[src/rtl/floo_credit_tx_pkg.sv]
// Shared helpers for the credit-based link transmitter: decoding of the
// per-cycle counter operation from the take/return pair.
package floo_credit_tx_pkg;

  typedef enum logic [1:0] {
    CntHold   = 2'b00,
    CntReturn = 2'b01,
    CntTake   = 2'b10,
    CntBoth   = 2'b11
  } cnt_op_e;

  function automatic cnt_op_e cnt_op(input logic take, input logic credit);
    return cnt_op_e'({take, credit});
  endfunction

endpackage

[src/rtl/floo_credit_tx.sv]
// Credit-based link transmitter: turns a router valid/ready output into a valid-only link whose
// flow control is a credit counter refilled by single-cycle credit pulses from the receiver.
module floo_credit_tx
  import floo_credit_tx_pkg::*;
#(
  parameter int unsigned NumCredits = 4,
  parameter bit          OutReg     = 1'b1,
  parameter type         flit_t     = logic,
  parameter int unsigned CntWidth   = $clog2(NumCredits + 1)
) (
  input  logic                clk_i,
  input  logic                rst_i,
  input  logic                valid_i,
  output logic                ready_o,
  input  flit_t               data_i,
  output logic                valid_o,
  output flit_t               data_o,
  input  logic                credit_i,
  output logic [CntWidth-1:0] credits_o,
  output logic                idle_o,
  output logic                err_o
);

  localparam logic [CntWidth-1:0] MaxCnt = CntWidth'(NumCredits);
  localparam logic [CntWidth-1:0] CntOne = CntWidth'(1);

  logic [CntWidth-1:0] cnt_q, cnt_d;
  logic                err_q, err_d;
  logic                take;

  // ready_o comes from the counter alone; the reset gate only stops flits that would be
  // dropped anyway from appearing on a pass-through link.
  assign ready_o = (cnt_q != '0);
  assign take    = valid_i && ready_o && !rst_i;

  always_comb begin
    cnt_d = cnt_q;
    err_d = err_q;
    unique case (cnt_op(take, credit_i))
      CntTake: cnt_d = cnt_q - CntOne;
      CntReturn: begin
        // A return with every credit already home means the receiver is out of sync.
        if (cnt_q == MaxCnt) begin
          err_d = 1'b1;
        end else begin
          cnt_d = cnt_q + CntOne;
        end
      end
      default: ;
    endcase
  end

  always_ff @(posedge clk_i or posedge rst_i) begin
    if (rst_i) begin
      cnt_q <= MaxCnt;
      err_q <= 1'b0;
    end else begin
      cnt_q <= cnt_d;
      err_q <= err_d;
    end
  end

  if (OutReg) begin : gen_out_reg
    logic  out_valid_q;
    flit_t out_data_q, out_data_d;

    always_comb begin
      out_data_d = out_data_q;
      if (take) begin
        out_data_d = data_i;
      end
    end

    always_ff @(posedge clk_i or posedge rst_i) begin
      if (rst_i) begin
        out_valid_q <= 1'b0;
        out_data_q  <= '0;
      end else begin
        out_valid_q <= take;
        out_data_q  <= out_data_d;
      end
    end

    assign valid_o = out_valid_q;
    assign data_o  = out_data_q;
  end else begin : gen_out_comb
    assign valid_o = take;
    assign data_o  = data_i;
  end

  assign credits_o = cnt_q;
  assign err_o     = err_q;
  assign idle_o    = (cnt_q == MaxCnt) && !valid_o;

endmodule

[config.mk]
export PLATFORM = sky130hd
export DESIGN_NAME = floo_credit_tx
export DESIGN_NICKNAME = d
export VERILOG_FILES = /design/src/rtl/floo_credit_tx_pkg.sv /design/src/rtl/floo_credit_tx.sv
export SDC_FILE = /design/constraint.sdc
export NUM_CORES = 1
export LEC_CHECK = 0
export BUFFER_PORTS_ARGS = -buffer_cell sky130_fd_sc_hd__clkbuf_2
export CAP_MARGIN = 20
export CORE_AREA = 4 4 41 43
export CTS_CLUSTER_DIAMETER = 30
export DETAILED_ROUTE_END_ITERATION = 7
export DIE_AREA = 0 0 45 47
export PLACE_DENSITY = 0.54
export SLEW_MARGIN = 25
export SYNTH_ARGS = -nofsm -noshare
export SYNTH_HDL_FRONTEND = slang
export SYNTH_SLANG_ARGS = --single-unit
[constraint.sdc]
create_clock -name clk_i -period 3.8 [get_ports clk_i]
set_input_delay 0.76 -clock clk_i [delete_from_list [all_inputs] [get_ports clk_i]]
set_output_delay 0.76 -clock clk_i [all_outputs]
set_load 0.01 [all_outputs]
# Word-level counts from Yosys, hierarchy flattened
# Index checks and enable logic that the tools add are counted.
dict set report word_totals {
  latch_bits 0
  regBits 6
  mem_bits_rw 0
  word_cells 21
  rom_bits 0
  inputBits 5
  output_inout_bits 8
  memories 0
}
dict set report op_classes {
  n_shift 0
  n_div 0
  n_bitwise 0
  muxes 2
  addsub 2
  n_reduce_logical 9
  eq_ne 4
  multipliers 0
  order_cmp 0
}
# cell count
set ops {}
lappend ops {{3-bit one-hot mux with 2 select lines} 1}
lappend ops {{2-bit AND reduction} 2}
lappend ops {{3-bit by 1-bit adder with 3-bit output, second input constant} 1}
lappend ops {{3-bit == test, second input constant} 1}
lappend ops {{1-bit logical AND} 3}
lappend ops {{3-bit 2-to-1 mux} 1}
lappend ops {{3-bit nonzero test} 1}
lappend ops {{3-bit by 1-bit subtractor with 3-bit output, second input constant} 1}
lappend ops {{2-bit by 1-bit == test with 1-bit output, second input constant} 1}
lappend ops {{2-bit == test, second input constant} 1}
lappend ops {{1-bit logical NOT} 2}
lappend ops {{2-bit != test, second input constant} 1}
lappend ops {{2-bit nonzero test} 1}

# Longest topological paths before layout
dict set report depth {
  word_depth 6
  mapped_depth 8
  depth_no_buf 7
}

# Worst setup path after synthesis
# No wires, ideal clock.
dict set report synth_timing {
  path_kind {input to register}
  start {input port valid_i}
  end {register cnt_q[2] (netlist: credits_o[2])}
  setup_ns 0.085
  stages 8
  slack_ns 1.213
  t_arrival_ns 2.502
  cell_sequence {nor2b_1 > buf_2 > and2_4 > nand2b_1 > fa_1 > or3b_1 > o32a_1 > o221ai_1}
}
dict set report synth_via {
  elab_chain_cells 5
}
# item line
set synth_rtl {}
lappend synth_rtl {{from (decl)} floo_credit_tx.sv:13} ;# input logic valid_i,
lappend synth_rtl {{1-bit logical AND * (2 in series)} floo_credit_tx.sv:34} ;# assign take = valid_i && ready_o && !rst_i;
lappend synth_rtl {{net take} floo_credit_tx.sv:29} ;# logic take;
lappend synth_rtl {{2-bit by 1-bit == test with 1-bit output / 2-bit == test (equally long branches)} floo_credit_tx.sv:39} ;# unique case (cnt_op(take, credit_i))
lappend synth_rtl {{2-bit != test (no line) / 2-bit nonzero test (equally long branches)} --}
lappend synth_rtl {{2-bit AND reduction (no line)} --}
lappend synth_rtl {{to (signal assigned)} floo_credit_tx.sv:55} ;# cnt_q <= MaxCnt;
lappend synth_rtl {{to (signal assigned)} floo_credit_tx.sv:58} ;# cnt_q <= cnt_d;
lappend synth_rtl {{to (decl)} floo_credit_tx.sv:27} ;# logic [CntWidth-1:0] cnt_q, cnt_d;
# The timed path passes the listed nets; every way through them passes the cells marked *.
# A chain may end at the register's enable or synchronous reset.

# Final worst setup path
dict set report layout_timing {
  start {register cnt_q[0] (netlist: credits_o[0])}
  end {register cnt_q[2] (netlist: credits_o[2])}
}
dict set report layout_via {
  elab_chain_cells 6
}
# item line
set layout_rtl {}
lappend layout_rtl {{3-bit nonzero test *} floo_credit_tx.sv:33} ;# assign ready_o = (cnt_q != '0);
lappend layout_rtl {{1-bit logical AND * (2 in series)} floo_credit_tx.sv:34}
lappend layout_rtl {{net take} floo_credit_tx.sv:29}
lappend layout_rtl {{2-bit by 1-bit == test with 1-bit output / 2-bit == test (equally long branches)} floo_credit_tx.sv:39}
lappend layout_rtl {{2-bit != test (no line) / 2-bit nonzero test (equally long branches)} --}
lappend layout_rtl {{2-bit AND reduction (no line)} --}
# The timed path passes the listed nets; every way through them passes the cells marked *. The select of a mux whose other input is x is not followed.

==> flow_summary.toml <==
[clock_tree]
root_buffer = "clkbuf_4"
cts_tree = "done"
cts_made_buffers = 3
clock_sinks = 6
max-clock-path-buffers = 2
cts_hold_repair.buffers = 0
htreeDepth = 1
clock_latency_ps = 250
path_clk_slew_ps = 50
cts_resized = 0
postCtsSetupBuffers = 0

[drt]
drt-initial-drc-count = 14
dr.pass1.iters = 4
drt-total-wl_um = 914
drc = 0
vias_per_cell = 5.01
drtAntennaViolNets = 0
wl_per_cell_um = 13.2
vias = 346

[setup_path]
rr_endpoint = "credits_o[2]"
startpoint = "credits_o[0]"
end_kind = "register"
critPathRequiredTime_ps = 3970
regToRegSetupSlack_ps = 1240
cp_max_fo = 7
timing.rr.start = "credits_o[0]"
start_kind = "register"
worstSetupPathType = "reg -> reg"
rr_worst_depth = 7
arrival_ps = 2730

[logic_synthesis]
synthTopCellsByCount = "5 x dfrtp_1, 5 x inv_1, 3 x nor2_1"
yosys.cell_types.count = 27
yosysWarnings = 0
netlist_area_um2 = 389
seq_area_frac_synth_pct = 38.9
ys_top_cells_by_area = "dfrtp_1 32%, dfstp_2 6.8%, fa_1 5.1%"
synth_edf_count = 0
yosys_register_bits = 6
yosys.area.top_type = "dfrtp_1"
ys_async_sr_fraction_pct = 100
synth_nets = 46
syn_inst = 40
yosys_most_used_dff = "dfrtp_1"
syn_avg_cell_area_um2 = 9.73
yosysTopAreaCellShare_pct = 32.2

[power_and_ir_drop]
power_w = 0.000369
leakage_nw = 0.233
power_density_mw_per_mm2 = 760
ir_worst_vdd_uv = 267

[final_layout]
nets = 61
fin_cells = 69
layout-drive-gt1-share_pct = 37.0
area_growth_syn_to_layout_pct = 24.8
diodes = 0
fillerInstances = 146

[placement]
place_ws_ps = 1030
dp_hpwl_um = 683
io_buffers = 12
dp.cells = 65
gp_congestion = 0.723

[timing]
tightest_slew_ps = 578
skew_ps = 4.60
fmax_mhz = 391
fin_ws_ps = 1240
finalHoldViolCount = 0
period_share_pct = 67.4
post-route-min-period_ps = 2560
maxSlewViolCount = 0
setup-tns-final_ps = 0
rsz0062_at_grt = "no"
max-slew-margin-rel_pct = 61.4
finalSetupViolCount = 0

[die]
die-area_mm2 = 0.00212
start_util_pct = 29.9
fp-row-count = 13
ios = 13
die_y_um = 47
coreArea_mm2 = 0.00130
die_x_um = 45

[outcome]
status = "complete, no violations"

[global_route]
antenna_found_initial = 0
grt_pass1_wl_um = 1560
grt_start_max_net_pins = 10
track_usage_pct = 10.6
overflow = 0
first_global_vias = 344

[hold_path]
hp-class = "in -> async"

[flow_run]
cap_violations = 0
final cells by class:
type,count,area [um^2],area share (%)
Timing Repair Buffer,12,60.1,12.4
Clock buffer,4,26.3,5.41
Tap cell,15,18.8,3.87
Inverter,5,18.8,3.87
Sequential cell,6,151,31.2
Multi-Input combinational cell,27,210,43.3
where the power goes:
group / internal [W] / leakage (nW) / switching (W)
clock: 0.0000401 / 0.0150 / 0.0000282
combinational: 0.0000872 / 0.150 / 0.0000833
sequential: 0.0000912 / 0.0681 / 0.0000389
through the flow:
| step | hold WS (ps) | cell area, um^2 | util (%) |
|---|---|---|---|
| after floorplan | 503 | 389 | - |
| after global placement | 450 | 459 | 35.3 |
| after detailed placement | 454 | 459 | 35.3 |
| after CTS | 449 | 485 | 37.3 |
| after global routing | 460 | 485 | 37.3 |
| final | 436 | 485 | 37.3 |
kinds of logic (layout without fill, tap and decap cells):
family                     Yosys count  in the layout  share of synthesized area (%)
AOI/OAI and AO/OA                    9              9                           18.3
xor gates and xnor gates             2              2                           4.50
adders and majority gates            1              1                           5.14
buffers and inverters                7             21                           7.07
DFF                                  6              6                           38.9
muxes                                1              1                           3.86
and+or+nand+nor                     14             14                           22.2
worst max path at each step:
stage | to | depth (start not counted) | slack, ps
floorplan | credits_o[2] | 8 | 1210
global placement | credits_o[2] | 8 | 1050
detailed placement | credits_o[2] | 8 | 1030
CTS | credits_o[2] | 7 | 1210
global route | credits_o[2] | 7 | 1120
finish | credits_o[2] | 7 | 1240
per-layer routing:
| metal | routed length [um] | share of wire [%] | track usage (%) | vias to the layer above |
|---|---|---|---|---|
| met2 | 441 | 48 | 17.5 | 18 |
| met1 | 394 | 43 | 12.0 | 157 |
| met5 | 0 | 0 | 0 | - |
| met3 | 65 | 7.1 | 2.68 | 2 |
| met4 | 12 | 1.3 | 7.02 | 0 |
| li1 | - | - | - | 169 |
registers in the layout, indices dropped and copies added (netlist names):
name       flops
credits_o      3
data_o         1
err_o          1
valid_o        1
critical path: stages (launching register included):
cell,delay [ps]
dfrtp_1,460
or3_4,420
and2_4,180
nand2b_1,140
fa_1,400
or3b_1,390
o32a_1,300
o221ai_1,180
placed cells by master, fill, tap and decap left out, types with 2 or more instances in the layout:
cell type and n:
nor2b_1 2, inv_1 5, xnor2_1 2, clkbuf_4 3
nor2_1 3, clkbuf_2 12, nand2_1 2, dfrtp_1 5
Note: power is estimated with default switching activity, not from simulation.
